==> src/rtl/multicycle_control.sv <==
// Sequencing FSM for the multi-cycle MIPS datapath: walks each instruction through
// fetch/decode/execute/memory/write-back and drives every datapath select and strobe.
module multicycle_control (
  input  logic        clk,
  input  logic        reset,
  input  logic [5:0]  opcode_i,
  input  logic        mem_ready_i,
  output logic        pc_write_o,
  output logic        ir_write_o,
  output logic        i_or_d_o,
  output logic        mem_read_o,
  output logic        mem_write_o,
  output logic        mem_to_reg_o,
  output logic        reg_dst_o,
  output logic        reg_write_o,
  output logic        alu_src_a_o,
  output logic [1:0]  alu_src_b_o,
  output logic [2:0]  alu_op_o,
  output logic [1:0]  pc_src_o,
  output logic        branch_eq_o,
  output logic        branch_ne_o,
  output logic        illegal_op_o,
  output logic [3:0]  state_o,
  output logic [15:0] retired_o
);

  localparam logic [5:0] OpR    = 6'h00;
  localparam logic [5:0] OpAddi = 6'h08;
  localparam logic [5:0] OpOri  = 6'h0D;
  localparam logic [5:0] OpLw   = 6'h23;
  localparam logic [5:0] OpSw   = 6'h2B;
  localparam logic [5:0] OpBeq  = 6'h04;
  localparam logic [5:0] OpBne  = 6'h05;
  localparam logic [5:0] OpJ    = 6'h02;

  typedef enum logic [3:0] {
    StFetch   = 4'd0,
    StDecode  = 4'd1,
    StExecR   = 4'd2,
    StExecI   = 4'd3,
    StMemAddr = 4'd4,
    StBranch  = 4'd5,
    StJump    = 4'd6,
    StWbR     = 4'd7,
    StWbI     = 4'd8,
    StMemRd   = 4'd9,
    StMemWr   = 4'd10,
    StWbMem   = 4'd11
  } state_e;

  state_e      r_state;
  state_e      w_next;
  logic [5:0]  r_opcode;
  logic [15:0] r_retired;
  logic        w_retire;
  logic        w_illegal;

  always_comb begin
    w_next    = StFetch;
    w_retire  = 1'b0;
    w_illegal = 1'b0;
    case (r_state)
      StFetch:   w_next = mem_ready_i ? StDecode : StFetch;
      StDecode: begin
        case (opcode_i)
          OpR:           w_next = StExecR;
          OpAddi, OpOri: w_next = StExecI;
          OpLw, OpSw:    w_next = StMemAddr;
          OpBeq, OpBne:  w_next = StBranch;
          OpJ:           w_next = StJump;
          default: begin
            w_next    = StFetch;
            w_illegal = 1'b1;
          end
        endcase
      end
      StExecR:   w_next = StWbR;
      StExecI:   w_next = StWbI;
      StMemAddr: w_next = (r_opcode == OpLw) ? StMemRd : StMemWr;
      StBranch, StJump, StWbR, StWbI, StWbMem: begin
        w_next   = StFetch;
        w_retire = 1'b1;
      end
      StMemRd:   w_next = mem_ready_i ? StWbMem : StMemRd;
      StMemWr: begin
        w_next   = mem_ready_i ? StFetch : StMemWr;
        w_retire = mem_ready_i;
      end
      default:   w_next = StFetch;
    endcase
  end

  always_ff @(posedge clk) begin
    if (reset) begin
      r_state   <= StFetch;
      r_opcode  <= 6'h00;
      r_retired <= 16'h0000;
    end else begin
      r_state <= w_next;
      if (r_state == StDecode) r_opcode <= opcode_i;
      if (w_retire) r_retired <= r_retired + 16'd1;
    end
  end

  always_comb begin
    pc_write_o   = 1'b0;
    ir_write_o   = 1'b0;
    i_or_d_o     = 1'b0;
    mem_read_o   = 1'b0;
    mem_write_o  = 1'b0;
    mem_to_reg_o = 1'b0;
    reg_dst_o    = 1'b0;
    reg_write_o  = 1'b0;
    alu_src_a_o  = 1'b0;
    alu_src_b_o  = 2'b00;
    alu_op_o     = 3'b000;
    pc_src_o     = 2'b00;
    branch_eq_o  = 1'b0;
    branch_ne_o  = 1'b0;
    illegal_op_o = 1'b0;
    case (r_state)
      StFetch: begin
        mem_read_o  = 1'b1;
        alu_src_b_o = 2'b01;
        alu_op_o    = 3'b100;
        pc_write_o  = mem_ready_i;
        ir_write_o  = mem_ready_i;
      end
      StDecode: begin
        alu_src_b_o  = 2'b11;
        alu_op_o     = 3'b100;
        illegal_op_o = w_illegal;
      end
      StExecR: begin
        alu_src_a_o = 1'b1;
        alu_op_o    = 3'b111;
      end
      StExecI: begin
        alu_src_a_o = 1'b1;
        alu_src_b_o = 2'b10;
        alu_op_o    = (r_opcode == OpOri) ? 3'b001 : 3'b100;
      end
      StMemAddr: begin
        alu_src_a_o = 1'b1;
        alu_src_b_o = 2'b10;
        alu_op_o    = 3'b100;
      end
      StBranch: begin
        alu_src_a_o = 1'b1;
        alu_op_o    = 3'b010;
        pc_src_o    = 2'b01;
        branch_eq_o = (r_opcode == OpBeq);
        branch_ne_o = (r_opcode == OpBne);
      end
      StJump: begin
        pc_src_o   = 2'b10;
        pc_write_o = 1'b1;
      end
      StWbR: begin
        reg_dst_o   = 1'b1;
        reg_write_o = 1'b1;
      end
      StWbI:   reg_write_o = 1'b1;
      StMemRd: begin
        mem_read_o = 1'b1;
        i_or_d_o   = 1'b1;
      end
      StMemWr: begin
        mem_write_o = 1'b1;
        i_or_d_o    = 1'b1;
      end
      StWbMem: begin
        mem_to_reg_o = 1'b1;
        reg_write_o  = 1'b1;
      end
      default: ;
    endcase
    // Reset must suppress every side effect, even when it lands mid-instruction.
    if (reset) begin
      pc_write_o   = 1'b0;
      ir_write_o   = 1'b0;
      mem_read_o   = 1'b0;
      mem_write_o  = 1'b0;
      reg_write_o  = 1'b0;
      illegal_op_o = 1'b0;
    end
  end

  assign state_o   = r_state;
  assign retired_o = r_retired;

endmodule

==> config.mk <==
export PLATFORM = sky130hd
export DESIGN_NAME = multicycle_control
export DESIGN_NICKNAME = d
export VERILOG_FILES = /design/src/rtl/multicycle_control.sv
export SDC_FILE = /design/constraint.sdc
export NUM_CORES = 1
export LEC_CHECK = 0
export BUFFER_PORTS_ARGS = -buffer_cell sky130_fd_sc_hd__buf_2
export CORE_MARGIN = 2
export CORE_UTILIZATION = 30
export CTS_CLUSTER_SIZE = 10
export DETAILED_ROUTE_END_ITERATION = 10
export PLACE_DENSITY = 0.6
export SLEW_MARGIN = 5
export SYNTH_ARGS = -nofsm -noshare
export SYNTH_HDL_FRONTEND = slang
export SYNTH_SLANG_ARGS = --single-unit
==> constraint.sdc <==
create_clock -name clk -period 2.7 [get_ports clk]
set_clock_uncertainty 0.15 [all_clocks]
set_input_delay 0.135 -clock clk [delete_from_list [all_inputs] [get_ports clk]]
set_output_delay 0.135 -clock clk [all_outputs]
set_load 0.01 [all_outputs]
==> results of run 1 <==
-- flip-flops by register name, indices dropped and copies added (netlist names) --
| register | flops |
|---|---|
| r_opcode | 6 |
| retired_o | 16 |
| state_o | 4 |
-- report_power, final --
group / internal, uW / leakage (uW) / switching (uW)
combinational: 69.6 / 0.000557 / 89.4
clock: 99.8 / 0.0000216 / 113
sequential: 395 / 0.000210 / 12.3
total: 565 / 0.000788 / 214
-- critical path, stage by stage (launching register included) --
cell,delay (ps)
sky130_fd_sc_hd__dfxtp_1,370
sky130_fd_sc_hd__buf_4,220
sky130_fd_sc_hd__o21ai_0,140
sky130_fd_sc_hd__o32a_1,200
sky130_fd_sc_hd__buf_4,210
sky130_fd_sc_hd__nor4_1,310
sky130_fd_sc_hd__mux2_2,370
-- stage by stage --
stage	power [uW]	cell area, sq um	instances
5_1_grt	828	1990	322
3_3_place_gp	576	1950	319
2_1_floorplan	527	1660	209
6_report	779	1990	322
4_1_cts	794	1990	322
3_5_place_dp	575	1950	319
-- kinds of logic after synthesis --
| family | after synthesis | share of synthesized area [%] |
|---|---|---|
| XOR/XNOR | 3 | 1.58 |
| flip-flops | 26 | 31.4 |
| buffers and inverters | 18 | 5.96 |
| AND/OR/NAND/NOR | 101 | 34.2 |
| multiplexers | 10 | 6.26 |
| AO/OA/AOI/OAI | 49 | 19.2 |
| adder cells (fa/ha/maj) | 2 | 1.36 |
-- final timing paths --
| path | endpoint | slack [ps] | from | cells past startpoint |
|---|---|---|---|---|
| max | retired_o[13] | 630 | state_o[1] | 6 |
| max reg2reg | retired_o[13] | 630 | state_o[1] | 6 |
| min | r_opcode[3] | 50 | opcode_i[3] | 3 |
| min reg2reg | retired_o[15] | 340 | retired_o[15] | 2 |
-- metal layers --
layer / GRT usage, % / vias up / wire [um]
met5: 0 / - / 0
met4: 4.91 / 0 / 58
met3: 2.18 / 4 / 194
met2: 22.2 / 30 / 1940
met1: 19.5 / 786 / 1970
li1: - / 860 / -
-- final cells by class --
type,count,area [sq um]
fill,575,3450
multi-input combinational,165,1040
sequential,26,520
timing repair buffer,54,288
tap,72,90.1
clock buffer,3,41.3
inverter,2,7.51
-- cells in the mapped netlist (3+ instances only) --
master	count	area (sq um)
sky130_fd_sc_hd__nor2_1	24	90.1
sky130_fd_sc_hd__or3_1	7	43.8
sky130_fd_sc_hd__nand2b_1	5	31.3
sky130_fd_sc_hd__mux2_2	3	33.8
sky130_fd_sc_hd__nor3b_1	6	45.0
sky130_fd_sc_hd__nand2_1	14	52.6
sky130_fd_sc_hd__nand3_1	5	25.0
sky130_fd_sc_hd__buf_6	3	33.8
sky130_fd_sc_hd__clkbuf_1	9	33.8
sky130_fd_sc_hd__o31ai_1	10	75.1
sky130_fd_sc_hd__mux2i_1	7	70.1
sky130_fd_sc_hd__nor3_1	7	35.0
sky130_fd_sc_hd__dfxtp_1	26	521
sky130_fd_sc_hd__o21ai_0	8	40.0
sky130_fd_sc_hd__a21oi_1	17	85.1
sky130_fd_sc_hd__nand4_1	3	18.8
sky130_fd_sc_hd__or4_1	9	67.6
sky130_fd_sc_hd__nor2b_1	7	43.8
-- cell usage in the layout, fill, tap and decap left out, types with 8 or more instances in the layout --
cell type	n
sky130_fd_sc_hd__dfxtp_1	26
sky130_fd_sc_hd__or4_1	9
sky130_fd_sc_hd__o21ai_0	8
sky130_fd_sc_hd__o31ai_1	10
sky130_fd_sc_hd__nand2_1	14
sky130_fd_sc_hd__buf_2	47
sky130_fd_sc_hd__nor2_1	24
sky130_fd_sc_hd__a21oi_1	17
==> parameters.txt, run 1 <==
Parameter                              Value

Power and ir drop
  Leakage power figure ... 0.000788 uW
  Pwr Density ... 392 nW/um^2
  Worst-case vdd ir drop ... 0.000163 V

Floorplan
  I/O pin total ... 48
  Die outline area ... 6140 sq um
  Core region area ... 5440 sq um
  Row cnt ... 27
  Die width ... 78.4 um
  Chip height ... 78.4 um
  Initial core utilization ... 30.5%

Worst setup path
  CP required ... 2710 ps
  Setup CP Type ... flop to flop
  Peak fanout along the critical path ... 28
  Type of element capturing the critical path ... flop
  Crit path DAT ... 2090 ps
  Startpoint class of the critical path ... flop

Routing
  Count of vias placed by the detailed router ... 1680
  DRC errors left ... 0
  Routed wire length ... 4.16 mm
  First-pass iteration count of the detailed router ... 4
  Remaining number of nets flagged by the antenna check after routing ... 0
  Via density per instance ... 5.22
  Violation count after the first detailed-routing iteration ... 153
  Mean routed wirelength per cell ... 12.9 um

Global route
  Sum of overflow across all layers after global routing ... 0
  Via count of the first global-routing pass ... 1518
  Antenna violations before repair ... 0
  Largest net degree at the start of global routing ... 30
  Global-route wire length before repair ... 7.20 mm
  Aggregate global-route resource usage ... 14.1%

CTS
  Number of buffers added by the clock tree synthesis step ... 3
  Longest Clk Path Bufs ... 2
  CTS tree ... done
  Number of clock sinks seen by CTS ... 26
  CTS Hold Bufs ... 0
  Register clock-pin slew on the reported worst setup and hold paths ... 90 ps
  Post-CTS setup-driven buffer insertion count ... 0
  Skew-Pair Late Insertion Delay ... 270 ps
  Quantity of gates resized following cts ... 0
  H-tree levels ... 1
  Master cell of the clock root buffer ... sky130_fd_sc_hd__clkbuf_8

Synthesis
  Post-synthesis sequential element count ... 26
  Unique cell type count in the Yosys netlist ... 46
  Most used DFF post-synth ... sky130_fd_sc_hd__dfxtp_1
  EDFF count, synth ... 0
  Number of standard cells after synthesis ... 209
  Synth warnings ... 0
  Sequential area share after synthesis ... 31.4%
  Fraction of registers with async set/reset ... 0%
  Avg Synthesized Cell Area ... 7.94 sq um
  Number of nets produced by synthesis ... 219
  Combined area of all synthesized cells ... 1660 sq um

STA
  Endpoints failing setup ... 0
  F_max ... 483 MHz
  Final-report max-slew violation count ... 0
  Tightest hold margin ... 53.8 ps
  Slew of the pin with the lowest slew margin ... 411 ps
  Setup total negative slack ... 0 ps
  Share of the clock period used by the worst path after layout ... 76.7%
  Post-route minimum period ... 2070 ps
  Final setup slack of the worst path ... 628 ps
  Fin. Hold Viols ... 0
  Worst max-slew margin expressed relative to the limit ... 72.5%
  Setup repair after global routing missed its margin ... false

Placement
  Gpl congestion ... 0.875
  Worst setup slack after placement ... 641 ps
  Number of port buffers ... 47
  Dpl hpwl ... 2.93 mm

Cells and area
  Final-stage net count ... 262
  Area growth from synthesis to final layout ... 19.8%
  Layout cells sized above 1 ... 25.2%
  Count of antenna diodes in the layout ... 0
  Utilization after layout ... 36.5%

Job
  Max-Cap Viols ... 0

Min path
  Worst Hold Class ... input port to flop

Status
  Outcome ... complete, no violations
Note: power is estimated with default switching activity, not from simulation.
==> inputs of run 2 (changes only) <==
- ABC_AREA: unset -> 1
- PLACE_DENSITY: 0.6 -> 0.62
- clock period: 2.7 -> 1.8 ns (I/O delays scaled with it)
==> run 2 against run 1 <==
Via count up 15%. Combinational power grew 15%. Utilization up 3.5 points. Clock power is 57% higher. Total power increased by 45%. Synthesized area rose by 1.1%. Routed wire length rose by 13%. Setup slack got worse by 590 ps. Clock-buffer cell count is the same. First-iteration DRC count shrank 39%. Critical endpoint is now alu_src_a_o.
==> parameters.txt, run 2 <==
Parameter                              Value

Global route
  Global-route wire length before repair ... 7.46 mm (+3.5%)
  Largest net degree at the start of global routing ... 23 (-23%)
  Sum of overflow across all layers after global routing ... 0 (unchanged)
  Aggregate global-route resource usage ... 14.7% (+0.66 points)
  Antenna violations before repair ... 0 (unchanged)
  Via count of the first global-routing pass ... 1689 (+11%)

Floorplan
  Core region area ... 5440 sq um (unchanged)
  Initial core utilization ... 30.8% (+0.32 points)
  Row cnt ... 27 (unchanged)
  Chip height ... 78.8 um (+0.50%)
  I/O pin total ... 48 (unchanged)
  Die outline area ... 6200 sq um (+1.0%)
  Die width ... 78.8 um (+0.50%)

Synthesis
  Synth top cells by count ... sky130_fd_sc_hd__nand2_1, sky130_fd_sc_hd__nor2_1, sky130_fd_sc_hd__inv_1
  Number of standard cells after synthesis ... 275 (+32%)
  Parity-gate share of the synthesized area counting xor and xnor cells ... 2.61% (+1.0 points)
  Post-synthesis share of cell area spent on and, or, nand and nor gates ... 42.3% (+8.1 points)
  Cell type with the highest aggregate area in the netlist ... sky130_fd_sc_hd__dfxtp_1
  Unique cell type count in the Yosys netlist ... 23 (-50%)
  Dominant combinational cell family by area after synthesis ... simple AND/OR/NAND/NOR gates
  Most frequently used cell type in the post-synthesis netlist ... sky130_fd_sc_hd__nand2_1
  Most used DFF post-synth ... sky130_fd_sc_hd__dfxtp_1
  Avg Synthesized Cell Area ... 6.10 sq um (-23%)
  EDFF count, synth ... 0 (unchanged)
  Fraction of registers with async set/reset ... 0% (unchanged)
  Share of synthesized area spent on multiplexers ... 0% (-6.3 points)
  Cell types with the largest area share after synthesis ... sky130_fd_sc_hd__dfxtp_1, sky130_fd_sc_hd__nand2_1, sky130_fd_sc_hd__nor2_1, sky130_fd_sc_hd__nand3_1, sky130_fd_sc_hd__a21oi_1
  Post-Synth Adder-Cell Area ... 0.746% (-0.61 points)
  Synth warnings ... 0 (unchanged)
  Combined area of all synthesized cells ... 1680 sq um (+1.1%)
  Post-synthesis sequential element count ... 26 (unchanged)
  Sequential area share after synthesis ... 31.0% (-0.33 points)
  Number of nets produced by synthesis ... 285 (+30%)
  Compound-cell area share of the yosys netlist ... 12.8% (-6.5 points)
  Share of the synthesized area in the top cell type ... 31.0% (-0.33 points)

Routing
  Via density per instance ... 4.76 (-8.7%)
  Count of vias placed by the detailed router ... 1929 (+15%)
  Remaining number of nets flagged by the antenna check after routing ... 0 (unchanged)
  Routed wire length ... 4.72 mm (+13%)
  First-pass iteration count of the detailed router ... 4 (unchanged)
  DRC errors left ... 0 (unchanged)
  Violation count after the first detailed-routing iteration ... 94 (-39%)
  Mean routed wirelength per cell ... 11.6 um (-9.9%)

CTS
  Number of buffers added by the clock tree synthesis step ... 3 (unchanged)
  Number of clock sinks seen by CTS ... 26 (unchanged)
  Register clock-pin slew on the reported worst setup and hold paths ... 80 ps (about the same)
  H-tree levels ... 1 (unchanged)
  CTS tree ... done
  Master cell of the clock root buffer ... sky130_fd_sc_hd__clkbuf_8
  Skew-Pair Late Insertion Delay ... 270 ps (about the same)
  Longest Clk Path Bufs ... 2 (unchanged)

Min path
  Worst Hold Class ... input port to flop

Placement
  Number of port buffers ... 47 (unchanged)
  Dpl hpwl ... 3.48 mm (+19%)
  Placed Area ... 2010 sq um (+3.1%)
  Number of placed instances, taps included ... 393 (+23%)
  Gpl congestion ... 0.825 (-5.8%)

Cells and area
  Final Cell Area ... 2180 sq um (+9.7%)
  Final-stage net count ... 345 (+32%)
  Area growth from synthesis to final layout ... 30.0%
  Layout cells sized above 1 ... 25.5% (+0.33 points)
  Count of antenna diodes in the layout ... 0 (unchanged)
  Flip-flop count of the largest register, all copies and words added ... 16 (unchanged)
  Commonest non-fill, non-tap cells in the layout ... sky130_fd_sc_hd__nand2_1, sky130_fd_sc_hd__buf_2, sky130_fd_sc_hd__nor2_1
  Most common cell after layout, fill and taps aside ... sky130_fd_sc_hd__nand2_1
  Final Non-Filler Cells ... 405 (+26%)

Power and ir drop
  Leakage power figure ... 0.00102 uW (+29%)
  Power share of the sequential group ... 54.2% (+1.9 points)
  Part of the power in combinational logic ... 16.2% (-4.2 points)
  Worst-case vdd ir drop ... 0.000269 V (+65%)
  Proportion of power drawn by the clock network ... 29.6% (+2.3 points)
  Internal portion of total power ... 813 uW (+44%)
  Total net switching power ... 313 uW (+46%)
  Pwr Density ... 517 nW/um^2 (+32%)
  Sw Ratio ... 27.8% (+0.27 points)

Worst setup path
  CP required ... 1560 ps (-1150 ps)
  Type of element capturing the critical path ... output pin
  Setup CP Type ... flop to output pin
  Startpoint class of the critical path ... flop
  Crit path DAT ... 1520 ps (-570 ps)
  Peak fanout along the critical path ... 4 (-86%)

STA
  Slew of the pin with the lowest slew margin ... 400 ps (-11.3 ps)
  Setup repair after global routing missed its margin ... true
  Final-report max-slew violation count ... 0 (unchanged)
  Worst max-slew margin expressed relative to the limit ... 73.4% (+0.83 points)
  Share of the clock period used by the worst path after layout ... 97.7%
  Endpoints failing setup ... 0 (unchanged)
  F_max ... 569 MHz
  Post-route minimum period ... 1760 ps
  Fin. Hold Viols ... 0 (unchanged)

Job
  Max-Cap Viols ... 0 (unchanged)

Status
  Outcome ... complete, no violations
==> run 2: critical path, stage by stage (launching register included) <==
cell and delay (ps):
sky130_fd_sc_hd__dfxtp_4 400, sky130_fd_sc_hd__inv_1 90, sky130_fd_sc_hd__nor3_1 300, sky130_fd_sc_hd__inv_1 120, sky130_fd_sc_hd__nand2_1 70, sky130_fd_sc_hd__inv_1 70
sky130_fd_sc_hd__nand3_1 70, sky130_fd_sc_hd__buf_2 130
==> run 2: kinds of logic (layout without fill, tap and decap cells) <==
logic type,Yosys count,count (layout)
flops,26,26
xor+xnor,5,5
buf+inv,42,100
simple gates,160,160
compound gates,41,41
fa+ha+maj,1,1
==> run 2: final timing paths <==
check / from / slack (ps) / cells after the start / endpoint
worst max-delay path: state_o[2] / 40 / 7 / alu_src_a_o
worst min-delay path: mem_ready_i / 70 / 4 / state_o[3]
worst max register to register: state_o[2] / 240 / 8 / retired_o[11]
worst min register to register: retired_o[15] / 380 / 2 / retired_o[15]
==> run 2: metal layers <==
| metal | share of wire (%) | up-vias | track usage, % |
|---|---|---|---|
| met2 | 48 | 57 | 25.2 |
| met5 | 0 | - | 0 |
| li1 | - | 1017 | - |
| met1 | 45 | 851 | 18.5 |
| met3 | 6.0 | 4 | 4.09 |
| met4 | 0.78 | 0 | 3.16 |
==> run 2: metrics by stage <==
| step | util, % | power, uW | hold WS [ps] | TNS, ps | worst slack (ps) |
|---|---|---|---|---|---|
| global route | 40.1 | 1190 | 95.3 | -198 | -53.1 |
| CTS | 39.0 | 1140 | 54.5 | 0 | 1.71 |
| finish | 40.1 | 1130 | 67.0 | 0 | 41.0 |
| global placement | 36.9 | 788 | 208 | 0 | 70.9 |
| detailed placement | 36.9 | 788 | 212 | 0 | 88.8 |
| floorplan | - | 732 | 74.9 | 0 | 269 |
==> run 2: final cells by class <==
class / instances / area [sq um]
clock buffer: 3 / 41.3
fill: 580 / 3260
inverter: 34 / 133
multi-input combinational: 207 / 1010
sequential: 26 / 536
tap: 72 / 90.1
timing repair buffer: 63 / 370
==> run 2: timing repair <==
item                                    in CTS  in global routing
endpoints found under the setup margin       4                 15
buffers inserted                             1                  2
hold endpoints to repair                     6                  0
pin swaps                                    1                  2
gates resized for setup                      5                 15
hold buffers                                 6                  0
==> run 2: power by group through the flow <==
stage	sequential (uW)	combinational, uW	clock [uW]
floorplan	624	108	0
global placement	625	163	0
detailed placement	625	163	0
CTS	612	176	350
global route	613	203	370
finish	610	183	333
